<file path="src/rtl/arith_pkg.sv">
// Shared definitions for the arithmetic unit and its result writeback stage.
// Latency: n/a (constants, types and a pure helper function only).
// Backpressure: n/a.
//
// Contents: opcode encodings, writeback FSM state encoding, and a helper
// that says whether an opcode commits a register-file write.
package arith_pkg;

    localparam logic [2:0] OP_ADD   = 3'b000;
    localparam logic [2:0] OP_MUL   = 3'b001;
    localparam logic [2:0] OP_ADIFF = 3'b010;
    localparam logic [2:0] OP_DIV   = 3'b011;

    typedef enum logic [1:0] {
        IDLE = 2'd0,
        LO   = 2'd1,
        HI   = 2'd2
    } wb_state_t;

    // Opcodes 1xx are accepted but produce no write and leave the flags alone.
    function automatic logic op_writes(input logic [2:0] op);
        return (op[2] == 1'b0);
    endfunction

endpackage

</file>
<file path="src/rtl/arith_result_writeback.sv">
// Splits 2*DATA_W arithmetic results into DATA_W register-file writes and keeps zero/carry flags.
// Latency: op accepted at edge N -> low write visible after N+1, optional high write after N+2.
// Backpressure: in_ready drops only while a two-word multiply still owes its high-half write.
//
// Ports:
//   clk, rst                 single clock, synchronous active-high reset
//   in_valid/in_ready        result handshake; in_result {hi,lo}, in_opcode, in_rd
//   wr_en/wr_addr/wr_data    registered register-file write port
//   flag_zero/flag_carry     status of the last committed writing op
//   busy                     holding register occupied
module arith_result_writeback
    import arith_pkg::*;
#(
    parameter int DATA_W     = 16,
    parameter int REG_ADDR_W = 3
) (
    input  logic                    clk,
    input  logic                    rst,
    input  logic                    in_valid,
    output logic                    in_ready,
    input  logic [2*DATA_W-1:0]     in_result,
    input  logic [2:0]              in_opcode,
    input  logic [REG_ADDR_W-1:0]   in_rd,
    output logic                    wr_en,
    output logic [REG_ADDR_W-1:0]   wr_addr,
    output logic [DATA_W-1:0]       wr_data,
    output logic                    flag_zero,
    output logic                    flag_carry,
    output logic                    busy
);

    localparam logic [REG_ADDR_W-1:0] ADDR_ONE = {{(REG_ADDR_W-1){1'b0}}, 1'b1};

    wb_state_t               state, state_nxt;
    logic [2*DATA_W-1:0]     hold_result;
    logic [2:0]              hold_opcode;
    logic [REG_ADDR_W-1:0]   hold_rd;

    logic                    need_hi;
    logic                    last_write;
    logic                    accept;
    logic                    accept_wr;
    logic                    issue_wr;
    logic [REG_ADDR_W-1:0]   issue_addr;
    logic [DATA_W-1:0]       issue_data;

    assign need_hi    = (hold_opcode == OP_MUL) && (hold_result[2*DATA_W-1:DATA_W] != '0);
    // The write issued at the coming edge finishes the held op, so its slot can be refilled.
    assign last_write = (state == HI) || ((state == LO) && !need_hi);
    assign in_ready   = !rst && ((state == IDLE) || last_write);
    assign accept     = in_valid && in_ready;
    // Non-writing opcodes are swallowed here and never enter the holding register.
    assign accept_wr  = accept && op_writes(in_opcode);
    assign busy       = (state != IDLE);

    always_comb begin
        state_nxt  = state;
        issue_wr   = 1'b0;
        issue_addr = hold_rd;
        issue_data = hold_result[DATA_W-1:0];
        unique case (state)
            IDLE: begin
                state_nxt = accept_wr ? LO : IDLE;
            end
            LO: begin
                issue_wr = 1'b1;
                if (need_hi) begin
                    state_nxt = HI;
                end else begin
                    state_nxt = accept_wr ? LO : IDLE;
                end
            end
            HI: begin
                issue_wr   = 1'b1;
                issue_addr = hold_rd + ADDR_ONE;  // wraps modulo register count
                issue_data = hold_result[2*DATA_W-1:DATA_W];
                state_nxt  = accept_wr ? LO : IDLE;
            end
            default: begin
                state_nxt = IDLE;
            end
        endcase
    end

    always_ff @(posedge clk) begin
        if (rst) begin
            state       <= IDLE;
            hold_result <= '0;
            hold_opcode <= '0;
            hold_rd     <= '0;
            wr_en       <= 1'b0;
            wr_addr     <= '0;
            wr_data     <= '0;
            flag_zero   <= 1'b0;
            flag_carry  <= 1'b0;
        end else begin
            state <= state_nxt;
            if (accept_wr) begin
                hold_result <= in_result;
                hold_opcode <= in_opcode;
                hold_rd     <= in_rd;
            end
            wr_en <= issue_wr;
            if (issue_wr) begin
                wr_addr <= issue_addr;
                wr_data <= issue_data;
            end
            // Flags move together with the final write of the op.
            if (last_write) begin
                flag_zero  <= (hold_result == '0);
                flag_carry <= (hold_result[2*DATA_W-1:DATA_W] != '0);
            end
        end
    end

endmodule

</file>
<file path="config.mk">
export PLATFORM = sky130hd
export DESIGN_NAME = arith_result_writeback
export DESIGN_NICKNAME = d
export VERILOG_FILES = /design/src/rtl/arith_pkg.sv /design/src/rtl/arith_result_writeback.sv
export SDC_FILE = /design/constraint.sdc
export NUM_CORES = 1
export LEC_CHECK = 0
export BUFFER_PORTS_ARGS = -buffer_cell sky130_fd_sc_hd__buf_4
export CAP_MARGIN = 20
export CORE_MARGIN = 3
export CORE_UTILIZATION = 46
export DETAILED_ROUTE_END_ITERATION = 8
export HOLD_SLACK_MARGIN = 0.05
export PLACE_DENSITY = 0.78
export SYNTH_ARGS = -nofsm -noshare
export SYNTH_HDL_FRONTEND = slang
export SYNTH_SLANG_ARGS = --single-unit
export TNS_END_PERCENT = 5
</file>
<file path="constraint.sdc">
create_clock -name clk -period 2.81 [get_ports clk]
set_clock_uncertainty 0.1 [all_clocks]
set_input_delay 0.4215 -clock clk [delete_from_list [all_inputs] [get_ports clk]]
set_output_delay 0.4215 -clock clk [all_outputs]
set_load 0.01 [all_outputs]
</file>
# Word-level counts from Yosys, hierarchy flattened
# Index checks and enable logic that the tools add are counted.
dict set report word_totals {
  ff_bits 62
  input_bits 41
  output_inout_bits 24
  elab_cells 35
}
dict set report op_classes {
  addsub 1
  n_eq_ne 3
  muxes 6
  bitwise 1
  reduce_logical 15
}
# cell n
set op_table {}
lappend op_table {{$logic_not 32->1} 1}
lappend op_table {{$mux 16} 1}
lappend op_table {{$reduce_bool 16->1} 1}
lappend op_table {{$logic_and 1x1->1} 5}
lappend op_table {{$pmux 2 s2} 1}
lappend op_table {{$reduce_or 2->1} 2}
lappend op_table {{$add 3x1->3 const B} 1}
lappend op_table {{$eq 3x1->1 const B} 1}
lappend op_table {{$mux 3} 1}
lappend op_table {{$eq 2x1->1 const B} 1}
lappend op_table {{$eq 2x2->1 const B} 1}
lappend op_table {{$logic_not 1->1} 2}
lappend op_table {{$logic_not 2->1} 1}
lappend op_table {{$logic_or 1x1->1} 2}
lappend op_table {{$mux 1} 2}
lappend op_table {{$mux 2} 1}
lappend op_table {{$reduce_bool 2->1} 1}
lappend op_table {{$not 1->1} 1}

# Logic depth before layout (Yosys ltp)
dict set report logic_depth {
  depth_word 12
  mapped_depth 9
  depth_no_buf 6
}

# Worst setup path before layout
# OpenSTA, ideal clock, no wires.
dict set report synth_timing {
  path_kind {reg-to-reg}
  from {reg state[0]}
  to {reg hold_result[25]}
  setup_time_ps 59
  t_arrival_ps 1781
  t_required_ps 2651
  path_slack_ps 870
  stages_incl_launch_ff 10
  path_buffers 3
  synth_period_minus_slack_ps 1940
  cell_sequence {dfxtp_1 inv_1 ha_1 buf_2 or3_1 a21oi_1 a21o_1 buf_6 buf_6 a22o_1}
}
dict set report synth_via {
  elab_chain_cells 7
  word_cells_on_any_way 9
  cone_classes {eq/ne: 2; reduce/logical: 7}
}
# element line_no
set synth_rtl {}
lappend synth_rtl {{start, declared} arith_result_writeback.sv:34} ;# wb_state_t state, state_nxt;
lappend synth_rtl {{start signal, assigned} arith_result_writeback.sv:97} ;# state <= state_nxt;
lappend synth_rtl {{$eq 2x1->1} arith_result_writeback.sv:49} ;# assign last_write = (state == HI) || ((state == LO) && !need_hi);
lappend synth_rtl {{$logic_and 1x1->1} arith_result_writeback.sv:49}
lappend synth_rtl {{$logic_or 1x1->1} arith_result_writeback.sv:49}
lappend synth_rtl {{$logic_or 1x1->1 (*)} arith_result_writeback.sv:50} ;# assign in_ready = !rst && ((state == IDLE) || last_write);
lappend synth_rtl {{$logic_and 1x1->1 (*)} arith_result_writeback.sv:50}
lappend synth_rtl {{$logic_and 1x1->1 (*)} arith_result_writeback.sv:51} ;# assign accept = in_valid && in_ready;
lappend synth_rtl {{$logic_and 1x1->1 (*)} arith_result_writeback.sv:53} ;# assign accept_wr = accept && op_writes(in_opcode);
lappend synth_rtl {{end signal, assigned} arith_result_writeback.sv:99} ;# hold_result <= in_result;
lappend synth_rtl {{end, declared} arith_result_writeback.sv:35} ;# logic [2*DATA_W-1:0] hold_result;
# Every way passes the cells marked *; elsewhere a longest branch is shown, timed or not.
# A chain may end at the register's enable or synchronous reset.

# Final worst setup path
dict set report layout_timing {
  from {reg hold_result[22]}
  to {out in_ready}
}
dict set report layout_via {
  elab_chain_cells 7
}
# element line_no
set layout_rtl {}
lappend layout_rtl {{$reduce_bool 16->1} arith_result_writeback.sv:47} ;# assign need_hi = (hold_opcode == OP_MUL) && (hold_result[2*DATA_W-1:DATA_W] != '0);
lappend layout_rtl {{$logic_and 1x1->1} arith_result_writeback.sv:47}
lappend layout_rtl {{$logic_not 1->1} arith_result_writeback.sv:49}
lappend layout_rtl {{$logic_and 1x1->1} arith_result_writeback.sv:49}
lappend layout_rtl {{$logic_or 1x1->1} arith_result_writeback.sv:49}
lappend layout_rtl {{$logic_or 1x1->1} arith_result_writeback.sv:50}
lappend layout_rtl {{$logic_and 1x1->1} arith_result_writeback.sv:50}
lappend layout_rtl {{end, declared} arith_result_writeback.sv:20} ;# output logic in_ready,
# Every way passes these cells.

==> impl_metrics.ini <==
[status]
status = finished clean

[timing]
setup_violations = 0
grt_setup_unrepaired = false
clock.fmax_mhz = 413
worst_slew_pin_slew_ns = 0.958
finalCriticalPeriod_ns = 2.42
fin_tns_setup_ns = 0
drv_slew = 0
layout_setup_ws_ns = 0.389
finalCritPeriodShare = 0.862
timing.slew.headroom = 0.360
hold_ws_ns = 0.202
hold_viol = 0

[grt]
antenna_found_initial = 0
grt_pass1_vias = 1862
grt.busiest_layer = met2
met2_usage = 0.289
use_met3 = 0.0516
grtUsageMet1 = 0.237
grt_max_degree = 38
overflow = 0
grt_pass1_wl_um = 8950
grt_use_total = 0.186

[power]
ir_drop_mv = 0.349
p_seq_frac = 0.477
power_density_nw_per_um2 = 648
power.internal_mw = 1.55
p_sw_frac = 0.232
p_sw_mw = 0.468
cellLeakagePower_nw = 1.27
pwr-share-clk = 0.411
combinationalPowerShare = 0.112

[worst_setup_path]
start_kind = flip-flop
path_cells = nor4_1 -> and4_1 -> o21ai_0 -> a21oi_1 -> buf_4
timing.rr.start = hold_result[22]$_SDFFE_PP0N_
regToRegEndpoint = hold_result[6]$_SDFFE_PP0N_
crit_fanout = 3
cp.required_ns = 2.29
reg2reg_depth = 4
critPathKind = reg2out
cp.arrival_ns = 1.90
cp-end-kind = primary output
r2r_slack_ns = 0.44
cp_slowest_cell = nor4_1
cp_slowest_stage_delay_ns = 0.45

[yosys]
netlist_instances = 221
async_reset_ff_frac = 0
ys.flop_type = dfxtp_1
syn_nets = 267
yosysTopAreaCellShare = 0.519
synth_edf_count = 0
syn_avg_cell_area_um2 = 10.8
synth_seq_cells = 62
yosysSeqAreaShare = 0.519
ys_top_cells_by_count = dfxtp_1, a22o_1, nor2_1
synth_top_cells_by_area = dfxtp_1, a22o_1, mux2i_1
yosys.area.top_type = dfxtp_1
synth_warnings = 0
synth_area_um2 = 2390
yosysMostFrequentCell = dfxtp_1
ys_types = 32

[place]
placed_cells = 338
hpwl_um = 3900
gp_congestion = 0.771
port_buffers = 64
pre_cts_ws_ns = 0.477
placed_area_um2 = 2890

[clock_tree]
clk_pin_slew_ns = 0.07
cts_buffers = 9
clock_latency_ns = 0.33
clock-root-buffer = clkbuf_8
cts.repair.resized = 0
cts_tree = yes
cts_buffer_depth = 2
clkSinkCount = 62
htree_levels = 3
post-cts-setup-buffers = 0
hold_buffers = 0

[detailed_routing]
drc = 0
wl_per_cell_um = 15.5
first_pass_iters = 4
viasPerCell = 5.38
antenna_left = 0
vias = 1905
detail_route.iter0.violations = 78
wl_um = 5500

[cells_and_area]
finalNonFillerCells = 354
ff_latch_area_um2 = 1240
multi_input_area_um2 = 1030
final_cell_area_um2 = 3110
area_growth_pct = 30.1
nets = 328
drive_gt1_frac = 0.307
fillers = 406
diodes = 0

[min_path]
min_path_type = in2reg
min_delay_worst_endpoint = hold_result[24]$_SDFFE_PP0N_
holdPathStages = 2
hold_start = in_result[24]

[floorplan]
core-area_um2 = 4880
die_area_um2 = 6110
ioPinCount = 65
die-width_um = 78.1
initial_core_util = 0.491
die_h_um = 78.1
placementRows = 25

[run]
drv_cap = 0
[power by group through the flow]
stage	clock network, mW	registers, mW	logic (mW)
2_1_floorplan	0	0.980	0.124
3_3_place_gp	0	0.980	0.221
3_5_place_dp	0	0.982	0.225
4_1_cts	0.843	0.962	0.227
5_1_grt	0.882	0.968	0.247
6_report	0.830	0.963	0.225
[cell families after synthesis]
logic type               share of synthesized area
AO/OA/AOI/OAI                                0.222
XOR/XNOR                                   0.00732
adder cells (fa/ha/maj)                     0.0261
buffers and inverters                       0.0491
flip-flops                                   0.519
multiplexers                                0.0711
AND/OR/NAND/NOR                              0.106
[sequential cells by signal, summed over array words and instances, names as in the netlist]
name and flops:
wr_data 16, wr_en 1, state 2, hold_rd 3
flag_zero 1, wr_addr 3, hold_result 32, flag_carry 1
hold_opcode 3
[critical path: cells and delay by family, from the launching register on]
| family | cells | cell delay (ns) |
|---|---|---|
| AO/OA/AOI/OAI | 2 | 0.32 |
| AND/OR/NAND/NOR | 2 | 0.79 |
| buffers and inverters | 1 | 0.14 |
| flip-flops | 1 | 0.33 |
[through the flow]
stage,power (mW),utilization
after floorplan,1.10,-
after global placement,1.20,0.593
after detailed placement,1.21,0.593
after CTS,2.03,0.638
after global routing,2.10,0.638
final,2.02,0.638
[area by class of cell]
class | instances | share of cell area
flip-flops and latches | 62 | 0.399
multi-input cells | 138 | 0.332
repair buffers | 68 | 0.168
clock buffers | 13 | 0.0575
well taps | 67 | 0.0269
clock inverters | 3 | 0.0129
inverters | 3 | 0.00362
[worst max-delay path by stage]
stage	start	cells after the start	slack [ns]	end
after detailed placement	rst	5	0.48	hold_result[18]$_SDFFE_PP0N_
after CTS	hold_result[22]$_SDFFE_PP0N_	5	0.40	in_ready
after floorplan	state[0]$_SDFF_PP0_	9	0.87	hold_result[25]$_SDFFE_PP0N_
after global routing	state[0]$_SDFF_PP0_	6	0.29	in_ready
final	hold_result[22]$_SDFFE_PP0N_	5	0.39	in_ready
after global placement	hold_result[22]$_SDFFE_PP0N_	4	0.51	hold_result[6]$_SDFFE_PP0N_
[per-layer routing]
metal  routed length [µm]  up-vias  part of all wire
li1                     -      954                 -
met1                 2480      893              0.45
met2                 2610       48              0.47
met3                  311       10             0.057
met4                  102        0             0.019
met5                    0        -                 0
[layout by cell type (no fill, tap or decap)]
cell type / n
buf_4: 67
dfxtp_1: 62
a22o_1: 37
nor2_1: 23
a211oi_1: 20
mux2i_1: 17
clkbuf_8: 13
nor4_1: 6
nor3_1: 6
ha_1: 5
a21oi_1: 4
inv_1: 3
nand4_1: 2
nand2_1: 2
clkinv_2: 2
nor4_2: 1
and4_1: 1
or3b_1: 1
o21ai_0: 1
or2_2: 1
nor3b_1: 1
or3_1: 1
a21o_1: 1
a21oi_4: 1
xnor2_1: 1
nor2b_1: 1
xor2_1: 1
or4_1: 1
a31o_2: 1
nor4b_1: 1
and2_1: 1
bufinv_16: 1
buf_12: 1
No activity file was read; power rests on OpenSTA's default activity.
